`config.mk`:
```
export PLATFORM = sky130hd
export DESIGN_NAME = bcd_stopwatch
export DESIGN_NICKNAME = d
export VERILOG_FILES = /design/src/rtl/bcd_stopwatch.sv
export SDC_FILE = /design/constraint.sdc
export NUM_CORES = 1
export LEC_CHECK = 0
export BUFFER_PORTS_ARGS = -buffer_cell sky130_fd_sc_hd__buf_4
export CORE_MARGIN = 5
export CORE_UTILIZATION = 25
export CTS_CLUSTER_SIZE = 8
export DETAILED_ROUTE_END_ITERATION = 8
export PLACE_DENSITY_LB_ADDON = 0.1
export SLEW_MARGIN = 20
export SYNTH_ARGS = -nofsm -noshare
export SYNTH_HDL_FRONTEND = slang
export SYNTH_SLANG_ARGS = --single-unit
```
`constraint.sdc`:
```
create_clock -name clk -period 2.2 [get_ports clk]
set_input_delay 0.11 -clock clk [delete_from_list [all_inputs] [get_ports clk]]
set_output_delay 0.11 -clock clk [all_outputs]
set_load 0.03 [all_outputs]
```
`src/rtl/bcd_stopwatch.sv`:
```
// BCD mm:ss stopwatch core driven by one-cycle tick enables, with up/down
// counting, per-field adjust, pause toggle, lap display freeze and a wrap pulse.
module bcd_stopwatch #(
    parameter int MIN_MAX = 99,
    parameter int SEC_MAX = 59
) (
    input  logic       clk,
    input  logic       rst,
    input  logic       tick_1hz,
    input  logic       tick_2hz,
    input  logic       pause,
    input  logic       lap,
    input  logic       adj,
    input  logic       sel,
    input  logic       dir,
    output logic [3:0] min_t,
    output logic [3:0] min_o,
    output logic [3:0] sec_t,
    output logic [3:0] sec_o,
    output logic       paused,
    output logic       lap_active,
    output logic       wrap
);

    generate
        if (MIN_MAX < 1 || MIN_MAX > 99 || SEC_MAX < 1 || SEC_MAX > 59) begin : g_bad_param
            $fatal(1, "bcd_stopwatch: MIN_MAX must be 1..99 and SEC_MAX 1..59");
        end
    endgenerate

    localparam logic [3:0] MIN_T_MAX = 4'(MIN_MAX / 10);
    localparam logic [3:0] MIN_O_MAX = 4'(MIN_MAX % 10);
    localparam logic [3:0] SEC_T_MAX = 4'(SEC_MAX / 10);
    localparam logic [3:0] SEC_O_MAX = 4'(SEC_MAX % 10);

    // Steps a two-digit BCD field by one within 0..max; bit 8 flags the wrap.
    function automatic logic [8:0] bcd_step(input logic [3:0] t, input logic [3:0] o,
                                            input logic [3:0] max_t, input logic [3:0] max_o,
                                            input logic down);
        logic [8:0] r;
        r = {1'b0, t, o};
        if (!down) begin
            if (t == max_t && o == max_o) begin
                r = {1'b1, 4'd0, 4'd0};
            end else if (o == 4'd9) begin
                r = {1'b0, t + 4'd1, 4'd0};
            end else begin
                r = {1'b0, t, o + 4'd1};
            end
        end else begin
            if (t == 4'd0 && o == 4'd0) begin
                r = {1'b1, max_t, max_o};
            end else if (o == 4'd0) begin
                r = {1'b0, t - 4'd1, 4'd9};
            end else begin
                r = {1'b0, t, o - 4'd1};
            end
        end
        return r;
    endfunction

    // Digit vectors are packed {min_t, min_o, sec_t, sec_o}.
    logic [15:0] live_r, snap_r, disp_r;
    logic        paused_r, lap_active_r, wrap_r, pause_q_r, lap_q_r;

    logic [15:0] live_s, snap_s, disp_s;
    logic        paused_s, lap_active_s, wrap_s;
    logic        tick_s, step_s, pause_rise_s, lap_rise_s;
    logic [8:0]  sec_step_s, min_step_s;

    // Next-state: count/adjust step, pause and lap toggles, display select.
    always_comb begin
        tick_s       = adj ? tick_2hz : tick_1hz;
        step_s       = tick_s & ~paused_r;
        pause_rise_s = pause & ~pause_q_r;
        lap_rise_s   = lap & ~lap_q_r;
        sec_step_s   = bcd_step(live_r[7:4], live_r[3:0], SEC_T_MAX, SEC_O_MAX, dir);
        min_step_s   = bcd_step(live_r[15:12], live_r[11:8], MIN_T_MAX, MIN_O_MAX, dir);
        live_s       = live_r;
        wrap_s       = 1'b0;

        if (step_s) begin
            if (adj) begin
                if (sel) begin
                    live_s[7:0] = sec_step_s[7:0];
                end else begin
                    live_s[15:8] = min_step_s[7:0];
                end
            end else begin
                live_s[7:0] = sec_step_s[7:0];
                if (sec_step_s[8]) begin
                    live_s[15:8] = min_step_s[7:0];
                    wrap_s       = min_step_s[8];
                end else begin
                    live_s[15:8] = live_r[15:8];
                end
            end
        end else begin
            live_s = live_r;
        end

        paused_s     = paused_r ^ pause_rise_s;
        lap_active_s = lap_active_r ^ lap_rise_s;
        // The snapshot takes the already-stepped value so a same-edge tick is kept.
        if (lap_rise_s && !lap_active_r) begin
            snap_s = live_s;
        end else begin
            snap_s = snap_r;
        end
        disp_s = lap_active_s ? snap_s : live_s;
    end

    // State and registered outputs.
    always_ff @(posedge clk or posedge rst) begin
        if (rst) begin
            live_r       <= 16'h0000;
            snap_r       <= 16'h0000;
            disp_r       <= 16'h0000;
            paused_r     <= 1'b0;
            lap_active_r <= 1'b0;
            wrap_r       <= 1'b0;
            pause_q_r    <= 1'b0;
            lap_q_r      <= 1'b0;
        end else begin
            live_r       <= live_s;
            snap_r       <= snap_s;
            disp_r       <= disp_s;
            paused_r     <= paused_s;
            lap_active_r <= lap_active_s;
            wrap_r       <= wrap_s;
            pause_q_r    <= pause;
            lap_q_r      <= lap;
        end
    end

    assign min_t      = disp_r[15:12];
    assign min_o      = disp_r[11:8];
    assign sec_t      = disp_r[7:4];
    assign sec_o      = disp_r[3:0];
    assign paused     = paused_r;
    assign lap_active = lap_active_r;
    assign wrap       = wrap_r;

endmodule

```
=== Word level (Yosys, flattened, before mapping) ===
Cells that the tools add are included.

* Bitwise gates (word level): 8
* Muxes and demuxes: 21
* $add $sub $neg: 8
* Reduce and logical (&&, ||, !) cells: 10
* Equal/unequal tests: 4

{| class="wikitable"
|+ Operators by type and width
! operator !! number
|-
| $mux 16 || 4
|-
| $mux 8 || 7
|-
| $mux 9 || 6
|-
| $add 4x1->4 const B || 4
|-
| $logic_not 4->1 || 4
|-
| $sub 4x1->4 const B || 4
|-
| $eq 4x4->1 const B || 3
|-
| $logic_and 1x1->1 || 5
|-
| $eq 4x3->1 const B || 1
|-
| $mux 1 || 4
|-
| $and 1x1->1 || 3
|-
| $not 1->1 || 3
|-
| $xor 1x1->1 || 2
|-
| $logic_not 1->1 || 1
|}

* Flip-flop bits (word level): 53
* Input bits: 9

=== Depth between registers and ports, before layout ===
Gate-level depths: netlist (run 1).

* Depth after elaboration: 9
* Depth in mapped cells: 9

=== Worst setup path after synthesis (run 1) ===
No wires, ideal clock.

* Path type: reg2reg
* Start: register live_r[0]
* End: register snap_r[8]
* Arrival: 2.117 ns
* Data required time: 2.118 ns
* Cell stages (with the launch flop): 9
* Library setup time: 0.082 ns
* Path slack: 0.001 ns
* Cells stage by stage: dfrtp_1 -> clkbuf_1 -> inv_1 -> ha_1 -> nor3b_1 -> a32o_2 -> o21ai_4 -> mux2_4 -> a31oi_1

* Word-level cells in the longest chain between the ends: 8
* Elaborated cells between the ends (all ways): 11
* Classes of those cells: 1 x eq/ne; 7 x mux; 3 x reduce/logical

{| class="wikitable"
|+ Ends and longest elaborated chain
! what !! line !! RTL
|-
| from (decl) || 63 || <nowiki>logic [15:0] live_r, snap_r, disp_r;</nowiki>
|-
| from (signal assigned) || 125 || <nowiki>live_r <= live_s;</nowiki>
|-
| $eq 4x4->1 / $logic_not 4->1 (equally long branches) || 43, 51 ||
|-
| $logic_and 1x1->1 (on tied branches) || 43, 51 ||
|-
| $mux 9 (on tied branches) || 43, 51 ||
|-
| $mux 9 (*) || 42 || <nowiki>if (!down) begin</nowiki>
|-
| $mux 8 (*) || 91 || <nowiki>if (sec_step_s[8]) begin</nowiki>
|-
| $mux 16 (*) || 83 || <nowiki>if (adj) begin</nowiki>
|-
| $mux 16 (*) || 82 || <nowiki>if (step_s) begin</nowiki>
|-
| $mux 16 (*) || 105 || <nowiki>if (lap_rise_s && !lap_active_r) begin</nowiki>
|-
| net snap_s[8] || 66 || <nowiki>logic [15:0] live_s, snap_s, disp_s;</nowiki>
|-
| to (signal assigned) || 126 || <nowiki>snap_r <= snap_s;</nowiki>
|-
| to (decl) || 63 ||
|}

The timed path passes the listed nets; every way through them passes the cells marked *.

=== Final worst setup path (run 1) ===
* Start: register live_r[0]
* End: register disp_r[12]

* Word-level cells in the longest chain between the ends: 9
* Elaborated cells between the ends (all ways): 12
* Classes of those cells: 1 x eq/ne; 8 x mux; 3 x reduce/logical

{| class="wikitable"
|+ Ends and longest elaborated chain
! what !! line !! RTL
|-
| $eq 4x4->1 / $logic_not 4->1 (equally long branches) || 43, 51 ||
|-
| $logic_and 1x1->1 (on tied branches) || 43, 51 ||
|-
| $mux 9 (on tied branches) || 43, 51 ||
|-
| $mux 9 (*) || 42 ||
|-
| $mux 8 (*) || 91 ||
|-
| $mux 16 (*) || 83 ||
|-
| $mux 16 (*) || 82 ||
|-
| net live_s[12] || 66 ||
|-
| $mux 16 || 105 ||
|-
| $mux 16 (*) || 110 || <nowiki>disp_s = lap_active_s ? snap_s : live_s;</nowiki>
|-
| net disp_s[12] || 66 ||
|-
| to (signal assigned) || 127 || <nowiki>disp_r <= disp_s;</nowiki>
|-
| to (decl) || 63 ||
|}

Marks and branches as above.

==> summary.md, run 1 <==
| Metric | Value |
|---|---|
| Status | completed |
| Slew of the pin with the lowest slew margin | 650 ps |
| RSZ-0062 raised after global routing | false |
| Drt wl/cell | 14.7 um |
| Max_cap viols | 0 |
| Max-Slew Margin vs Limit | 0.566 |
| Kind of critical path | flop to flop |
| GPL Wtd Cong | 0.805 |
| Final min period | 2070 ps |
| Async set or reset register ratio after synthesis | 1.00 |
| Post-synthesis sequential area ratio | 0.437 |
| Critical Path, Cell by Cell | inv_1 -> ha_1 -> nor3b_2 -> a32o_2 -> buf_4 -> o221ai_2 -> a2bb2oi_1 -> buf_4 -> mux2_2 |
| Port Buffers | 27 |
| Final Hold Viols | 0 |
| First-pass GRT wire length | 12.1 mm |
| Hold Crit Class | primary input to flop |
| Die area | 0.0144 mm2 |
| Reg2reg end | disp_r[12] |
| Unique masters post-synth | slightly above 60 |
| Placed instance count | 479 |
| Final Net Count | 372 |
| Number of global-route vias before repair | roughly 2300 |
| CP Data Arrival Time | 2260 ps |
| Clock Sinks | 53 |
| Iter 0 DRT Violations | 90 |
| R2R depth | 9 |
| DP HPWL | ~5.2 mm |
| Die X-Extent | 120 um |
| Most common cell after layout, fill and taps aside | buf_4 |
| Area grow syn2layout | 25.4% |
| Setup WS pre-CTS | -101 ps |
| Crit start category | flop |
| Clock buffer depth | 2 |
| Peak Freq | 0.482 GHz |
| Final period util | 0.943 |
| Critical R2R Launch | live_r[0] |
| Reg clk slew, reported paths | roughly 70 ps |
| Most frequent cells in the layout | 57 x buf_4, 53 x dfrtp_1, 27 x a21oi_1, 25 x inv_1, 23 x nor2_1 |
| Tot GR Track Use | 0.106 |
| CTS tree | built |
| Crit. End Element | flop |
| Final Skew | 6.89 ps |
| Power per Cell Area | 1260 mW/mm2 |
| Area after DPL | 0.00354 mm2 |
| Yosys warns | 0 |
| TritonCTS buffer count | 5 |
| FF+latch area | 0.00133 mm2 |
| DRT Pass-1 Iters | 5 |
| Diodes inserted | 0 |
| Commonest register cell after synthesis | dfrtp_1 |
| Mean Syn Cell Area | 10.2 um2 |
| Drc violations | 0 |
| Vias per cell | 4.68 |
| Slowest CP cell | dfrtp_1 |
| Clk Latency, worst-skew pair | ~300 ps |
| Critical path's largest stage delay | around 400 ps |
| Root Driver | clkbuf_16 |
| Worst setup path endpoint | disp_r[12] |
| Core Util, Final | 0.318 |
| Setup violators final | 0 |
| Via Count | roughly 2300 |
| Pwr Total | 4800 uW |
| Die height | ~120 um |
| Cell Rows | 40 |
| Crit path from | live_r[0] |
| Critical Path Fanout Max | 4 |
| Htree depth | 2 |
| Footprint of the multi-input gates | 0.00156 mm2 |
| #FFs+latches synth | 53 |
| Fin cells | 494 |
| Final ANT Viol Nets | 0 |
| Initial antenna violation count | 0 |
| Maximum VDD drop | 0.558 mV |
| Core area | 0.0120 mm2 |
| Syn Inst Count | 297 |
| Initial Util | 0.254 |
| Leak | 0.00166 uW |
| Internal reg-to-reg setup slack | 130 ps |
| Final setup margin | 125 ps |
| GR Overflow Total | 0 |
| EDFF count, synth | 0 |
| Mapped cell area | approximately 0.0030 mm2 |
| Largest net degree at the start of global routing | 28 |
| Ratio of cells with drive above 1 in the final layout | 0.317 |
| Cell repeated most along the worst path | buf_4 |
| I/O pins | 28 |
| Final wirelength | 7.24 mm |
| Layout filler cell count | 1225 |
| Post-Syn Nets | 322 |
| Critical Path RT | 2380 ps |
| Fin. max-slew vios | 0 |
| Fin area | 0.00380 mm2 |
-- logic make-up after synthesis --
kind of cell,synth area share
buffers and inverters,0.0639
DFF,0.437
adders and majority gates,0.0660
and+or+nand+nor,0.158
muxes,0.0846
AOI/OAI and AO/OA,0.187
xor gates and xnor gates,0.00289
-- how the worst min path moves through the flow --
stage          startpoint       to  slack [ps]  cells past startpoint
6_report         tick_1hz     wrap         210                      3
5_1_grt          tick_1hz     wrap         230                      3
4_1_cts          tick_1hz     wrap         200                      3
3_5_place_dp          lap  lap_q_r         230                      1
3_3_place_gp          lap  lap_q_r         230                      1
2_1_floorplan         lap  lap_q_r         140                      0
-- state kept, by name, indices dropped and copies added (netlist names) --
name / count
paused: 1
pause_q_r: 1
lap_active: 1
wrap: 1
live_r: 16
lap_q_r: 1
snap_r: 16
disp_r: 16
-- where the power goes --
part	switching (uW)	internal, uW
Combinational	1290	1090
Sequential	271	1350
Clock	345	448
Total	1910	2890
-- area by class of cell --
cell class / count / share of cell area
Clock buffer: 7 / 0.0375
Inverter: 26 / 0.0257
Multi-Input combinational cell: 199 / 0.409
Sequential cell: 53 / 0.349
Tap cell: 147 / 0.0484
Timing Repair Buffer: 62 / 0.131
-- timing repair --
action | CTS | global route
gates resized for setup | 1 | 8
endpoints found under the hold margin | 28 | 0
pin swaps | 1 | 4
setup endpoints to repair | 5 | 24
gates cloned | 0 | 0
hold buffers | 3 | 0
buffers inserted | 1 | 4
-- worst max-delay path, delay by kind of cell (launching register included) --
kind                       cells  cell delay (ps)
muxes                          1              250
DFF                            1              400
AOI/OAI and AO/OA              3              550
buffers and inverters          3              380
adders and majority gates      1              210
and+or+nand+nor                1              170
-- Yosys cell counts, types with 2 or more instances --
master,count,area share
dfrtp_1,53,0.44
a21oi_1,27,0.045
inv_1,26,0.032
nor2_1,23,0.028
mux2_2,17,0.063
ha_1,16,0.066
buf_2,8,0.013
nand3_1,8,0.013
o21ai_0,8,0.013
clkbuf_1,7,0.0087
nand2_1,7,0.0087
o211ai_1,6,0.015
a2bb2oi_1,5,0.014
mux2i_1,5,0.017
nor3b_1,5,0.012
nand3b_1,4,0.0099
nand4_1,4,0.0082
nor3_1,4,0.0066
a21o_1,3,0.0074
a31oi_1,3,0.0062
nand2b_1,3,0.0062
nor2b_1,3,0.0062
o221ai_1,3,0.0087
or3b_2,3,0.0087
a211oi_1,2,0.0049
a211oi_2,2,0.0082
a32o_1,2,0.0066
and2_1,2,0.0041
buf_4,2,0.0049
nand4bb_1,2,0.0074
nor4_1,2,0.0041
o22ai_1,2,0.0041
or2_2,2,0.0041
-- layer usage --
layer / wire [um] / vias to the layer above / track usage
li1: - / 1170 / -
met1: 3810 / 1096 / 0.153
met2: 3020 / 32 / 0.147
met3: 283 / 13 / 0.0316
met4: 131 / 0 / 0.0401
met5: 0 / - / 0
-- metrics by stage --
stage	hold WS (ps)	setup TNS [ps]
2_1_floorplan	141	0
3_3_place_gp	228	-195
3_5_place_dp	232	-207
4_1_cts	196	0
5_1_grt	231	0
6_report	208	0
(Power assumes the default switching activity.)
==> run 2, diff against run 1 <==
- ABC_AREA: not set -> 1
==> run 2 against run 1 <==
Net effect: cell area is 0.53% lower; largest power group unchanged; count of clock-buffer cells in the layout is 2 lower; maximum frequency is 3.3% higher; first-iteration DRC count is 19% lower; area after synthesis is 5.1% higher; hold slack worse by 41 ps; global-route usage is 0.58 points higher; register-to-register slack better by 70 ps.
==> summary.md, run 2 <==
| Metric | Value |
|---|---|
| Pint | 2820 uW (-2.3%) |
| Yosys warns | 0 (unchanged) |
| WL met1 | 4.23 mm (+11%) |
| Final wirelength | 7.86 mm (+8.5%) |
| Reg clk slew, reported paths | 70 ps (about the same) |
| FF+latch area | 0.00133 mm2 (unchanged) |
| Clock group share of total power | 0.158 (-0.007) |
| Mapped cell area | 0.00319 mm2 (+5.1%) |
| Layout filler cell count | 1369 (+12%) |
| Max-Slew Margin vs Limit | 0.589 (+0.0231) |
| First-pass GRT wire length | 13.1 mm (+8.6%) |
| Iter 0 DRT Violations | 73 (-19%) |
| Post-synthesis sequential area ratio | 0.416 (-0.0211) |
| Peak Freq | 0.498 GHz (+3.3%) |
| RSZ-0062 raised after global routing | false |
| DP HPWL | 5.81 mm (+11%) |
| Slowest CP cell | dfrtp_1 |
| Setup violators final | 0 (unchanged) |
| Crit start category | flop |
| Final period util | 0.913 (-0.0299) |
| Fin. max-slew vios | 0 (unchanged) |
| Critical Path RT | 2390 ps (about the same) |
| Async set or reset register ratio after synthesis | 1.00 (unchanged) |
| Synth top cells by count | 133 x nand2_1, 53 x dfrtp_1, 47 x nand3_1, 36 x inv_1, 20 x nor2_1 |
| Initial Util | 0.254 (about the same) |
| GPL Wtd Cong | 0.844 (+4.9%) |
| Largest net degree at the start of global routing | 35 (+25%) |
| Htree depth | 2 (unchanged) |
| Hold slack | 167 ps (-40.9 ps) |
| Critical path's largest stage delay | 440 ps (+40 ps) |
| GR Overflow Total | 0 (unchanged) |
| Leak | 0.00186 uW (+12%) |
| Met2 WL | 3.14 mm (+3.9%) |
| TritonCTS buffer count | 5 (unchanged) |
| Die area | 0.0151 mm2 (+4.6%) |
| Clock Sinks | 53 (unchanged) |
| Cell Rows | 41 (+2.5%) |
| Max_cap viols | 0 (unchanged) |
| Commonest register cell after synthesis | dfrtp_1 |
| Setup TNS | 0 ps (unchanged) |
| Diodes inserted | 0 (unchanged) |
| Clk Latency, worst-skew pair | 310 ps (about the same) |
| Via Count | 2664 (+15%) |
| #FFs+latches synth | 53 (unchanged) |
| Footprint of the multi-input gates | 0.00164 mm2 (+5.5%) |
| Most common cell after layout, fill and taps aside | nand2_1 |
| Largest area contributor in the netlist | dfrtp_1 |
| Critical Path Fanout Max | 6 (+2) |
| Port Buffers | 27 (unchanged) |
| Critical Path, Cell by Cell | inv_1 -> ha_1 -> nand2_2 -> nor2_4 -> nand2_4 -> nand2_2 -> nand2_4 -> a21oi_4 -> nand2_1 -> nand2_2 -> nand2_1 -> nand3_1 -> nand2_1 |
| Root Driver | clkbuf_16 |
| Maximum VDD drop | 0.818 mV (+46%) |
| Clock buffer depth | 2 (unchanged) |
| CP Buf/Inv Count | 1 (-2) |
| Combinational Power Share | 0.516 (+0.020) |
| Pwr Total | 5210 uW (+8.6%) |
| DRT Pass-1 Iters | 4 (-1) |
| Final Net Count | 467 (+26%) |
| Most common cell in the netlist | nand2_1 |
| Status | completed |
| Kind of critical path | flop to flop |
| Crit. End Element | flop |
| Drc violations | 0 (unchanged) |
| Slew of the pin with the lowest slew margin | 615 ps (-34.5 ps) |
| Net Sw Power | 2390 uW (+25%) |
| Core area | 0.0126 mm2 (+5.1%) |
| Area grow syn2layout | 18.7% |
| # Post-CTS Setup Buffers | 0 (-1) |
| Most frequent cells in the layout | 133 x nand2_1, 53 x dfrtp_1, 47 x nand3_1, 35 x inv_1, 31 x buf_4 |
| Cell family with most CP delay | simple AND/OR/NAND/NOR gates |
| Switch share | 0.458 (+0.0603) |
| Number of global-route vias before repair | 2560 (+12%) |
| Setup WS pre-CTS | 212 ps (+313 ps) |
| Final Hold Viols | 0 (unchanged) |
| Syn Inst Count | 409 (+38%) |
| Final setup margin | 191 ps (+65.7 ps) |
| Unique masters post-synth | 39 (-36%) |
| Tot GR Track Use | 0.112 (+0.00584) |
| Biggest regs | disp_r: 16 flops, live_r: 16 flops, snap_r: 16 flops |
| Final Skew | 9.66 ps (+2.77 ps) |
| Drt wl/cell | 12.8 um (-13%) |
| Synth area leaders | dfrtp_1 42%, nand2_1 16%, nand3_1 7.4% |
| Hold Crit Class | primary input to flop |
| Initial antenna violation count | 0 (unchanged) |
| Reg power frac | 0.326 (-0.013) |
| Vias per cell | 4.33 (-7.4%) |
| Mean Syn Cell Area | 7.79 um2 (-24%) |
| I/O pins | 28 (unchanged) |
| WL met3 | 346 um (+22%) |
| Ratio of cells with drive above 1 in the final layout | 0.192 (-0.125) |
| EDFF count, synth | 0 (unchanged) |
| CTS tree | built |
| Power per Cell Area | 1380 mW/mm2 (+9.2%) |
| Final min period | 2010 ps (-65.7 ps) |
| Die X-Extent | 123 um (+2.3%) |
| Top Layer Used | met4 |
| Die height | 123 um (+2.3%) |
| CP Data Arrival Time | 2200 ps (-60 ps) |
| Final ANT Viol Nets | 0 (unchanged) |
| Post-Syn Nets | 434 (+35%) |
| Yosys top cell area share | 0.416 (-0.0211) |
## run 2: cell types whose count changed in the layout (fill, tap and decap cells not counted), moves of 9 or more
cell     before  now
a21oi_1      27    1
buf_4        57   31
nand2_1       7  133
o21ai_0       8   17
inv_2         1   10
inv_1        25   35
nand3_1       8   47
or2_2         2   12
mux2_2       17    0
## run 2: final timing paths
path	from	end	slack [ps]	cells after the start
worst max-delay path	live_r[0]	disp_r[9]	190	13
max in group asynchronous	rst	disp_r[5]	1190	4
worst min register to register	snap_r[2]	snap_r[2]	480	2
worst min-delay path	adj	wrap	170	4
worst max register to register	live_r[0]	disp_r[9]	190	13
min in group asynchronous	rst	disp_r[2]	430	3
## run 2: worst min-delay path, cell delays in order
cell and delay (ps):
buf_4 100, inv_2 90, nand2_1 80, nor4_1 50
## run 2: area by class of cell
| cell class | instances | area share |
|---|---|---|
| clock buffers | 5 | 0.0331 |
| clock inverters | 3 | 0.00661 |
| inverters | 45 | 0.0446 |
| multi-input cells | 302 | 0.434 |
| flip-flops and latches | 53 | 0.351 |
| well taps | 172 | 0.0569 |
| repair buffers | 35 | 0.0747 |
## run 2: routing by layer
layer / vias up / GRT usage
met4: 0 / 0.0427
met3: 9 / 0.0284
li1: 1366 / -
met5: - / 0
met2: 49 / 0.155
met1: 1240 / 0.165
## run 2: cells by family after synthesis
| family | after synthesis | synth area share |
|---|---|---|
| xor gates and xnor gates | 6 | 0.0165 |
| adders and majority gates | 16 | 0.0628 |
| and+or+nand+nor | 243 | 0.357 |
| buffers and inverters | 54 | 0.0699 |
| AOI/OAI and AO/OA | 37 | 0.0781 |
| DFF | 53 | 0.416 |
## run 2: repair_timing
item	4_1_cts	5_1_grt
hold buffers	3	0
setup endpoints to repair	0	2
resized for setup	0	1
hold endpoints to repair	27	0
## run 2: through the flow
step / util / instance area [um2] / std cells
3_3_place_gp: 0.287 / 3600 / 604
6_report: 0.301 / 3780 / 615
4_1_cts: 0.301 / 3780 / 615
5_1_grt: 0.301 / 3780 / 615
2_1_floorplan: - / 3190 / 409
3_5_place_dp: 0.287 / 3600 / 604
## run 2: power by group through the flow
stage / combinational (uW) / sequential, uW / clock, uW
final: 2690 / 1700 / 824
after global routing: 3040 / 1760 / 900
after floorplan: 1670 / 1960 / 0
after detailed placement: 2710 / 1710 / 0
after CTS: 2720 / 1700 / 873
after global placement: 2720 / 1710 / 0
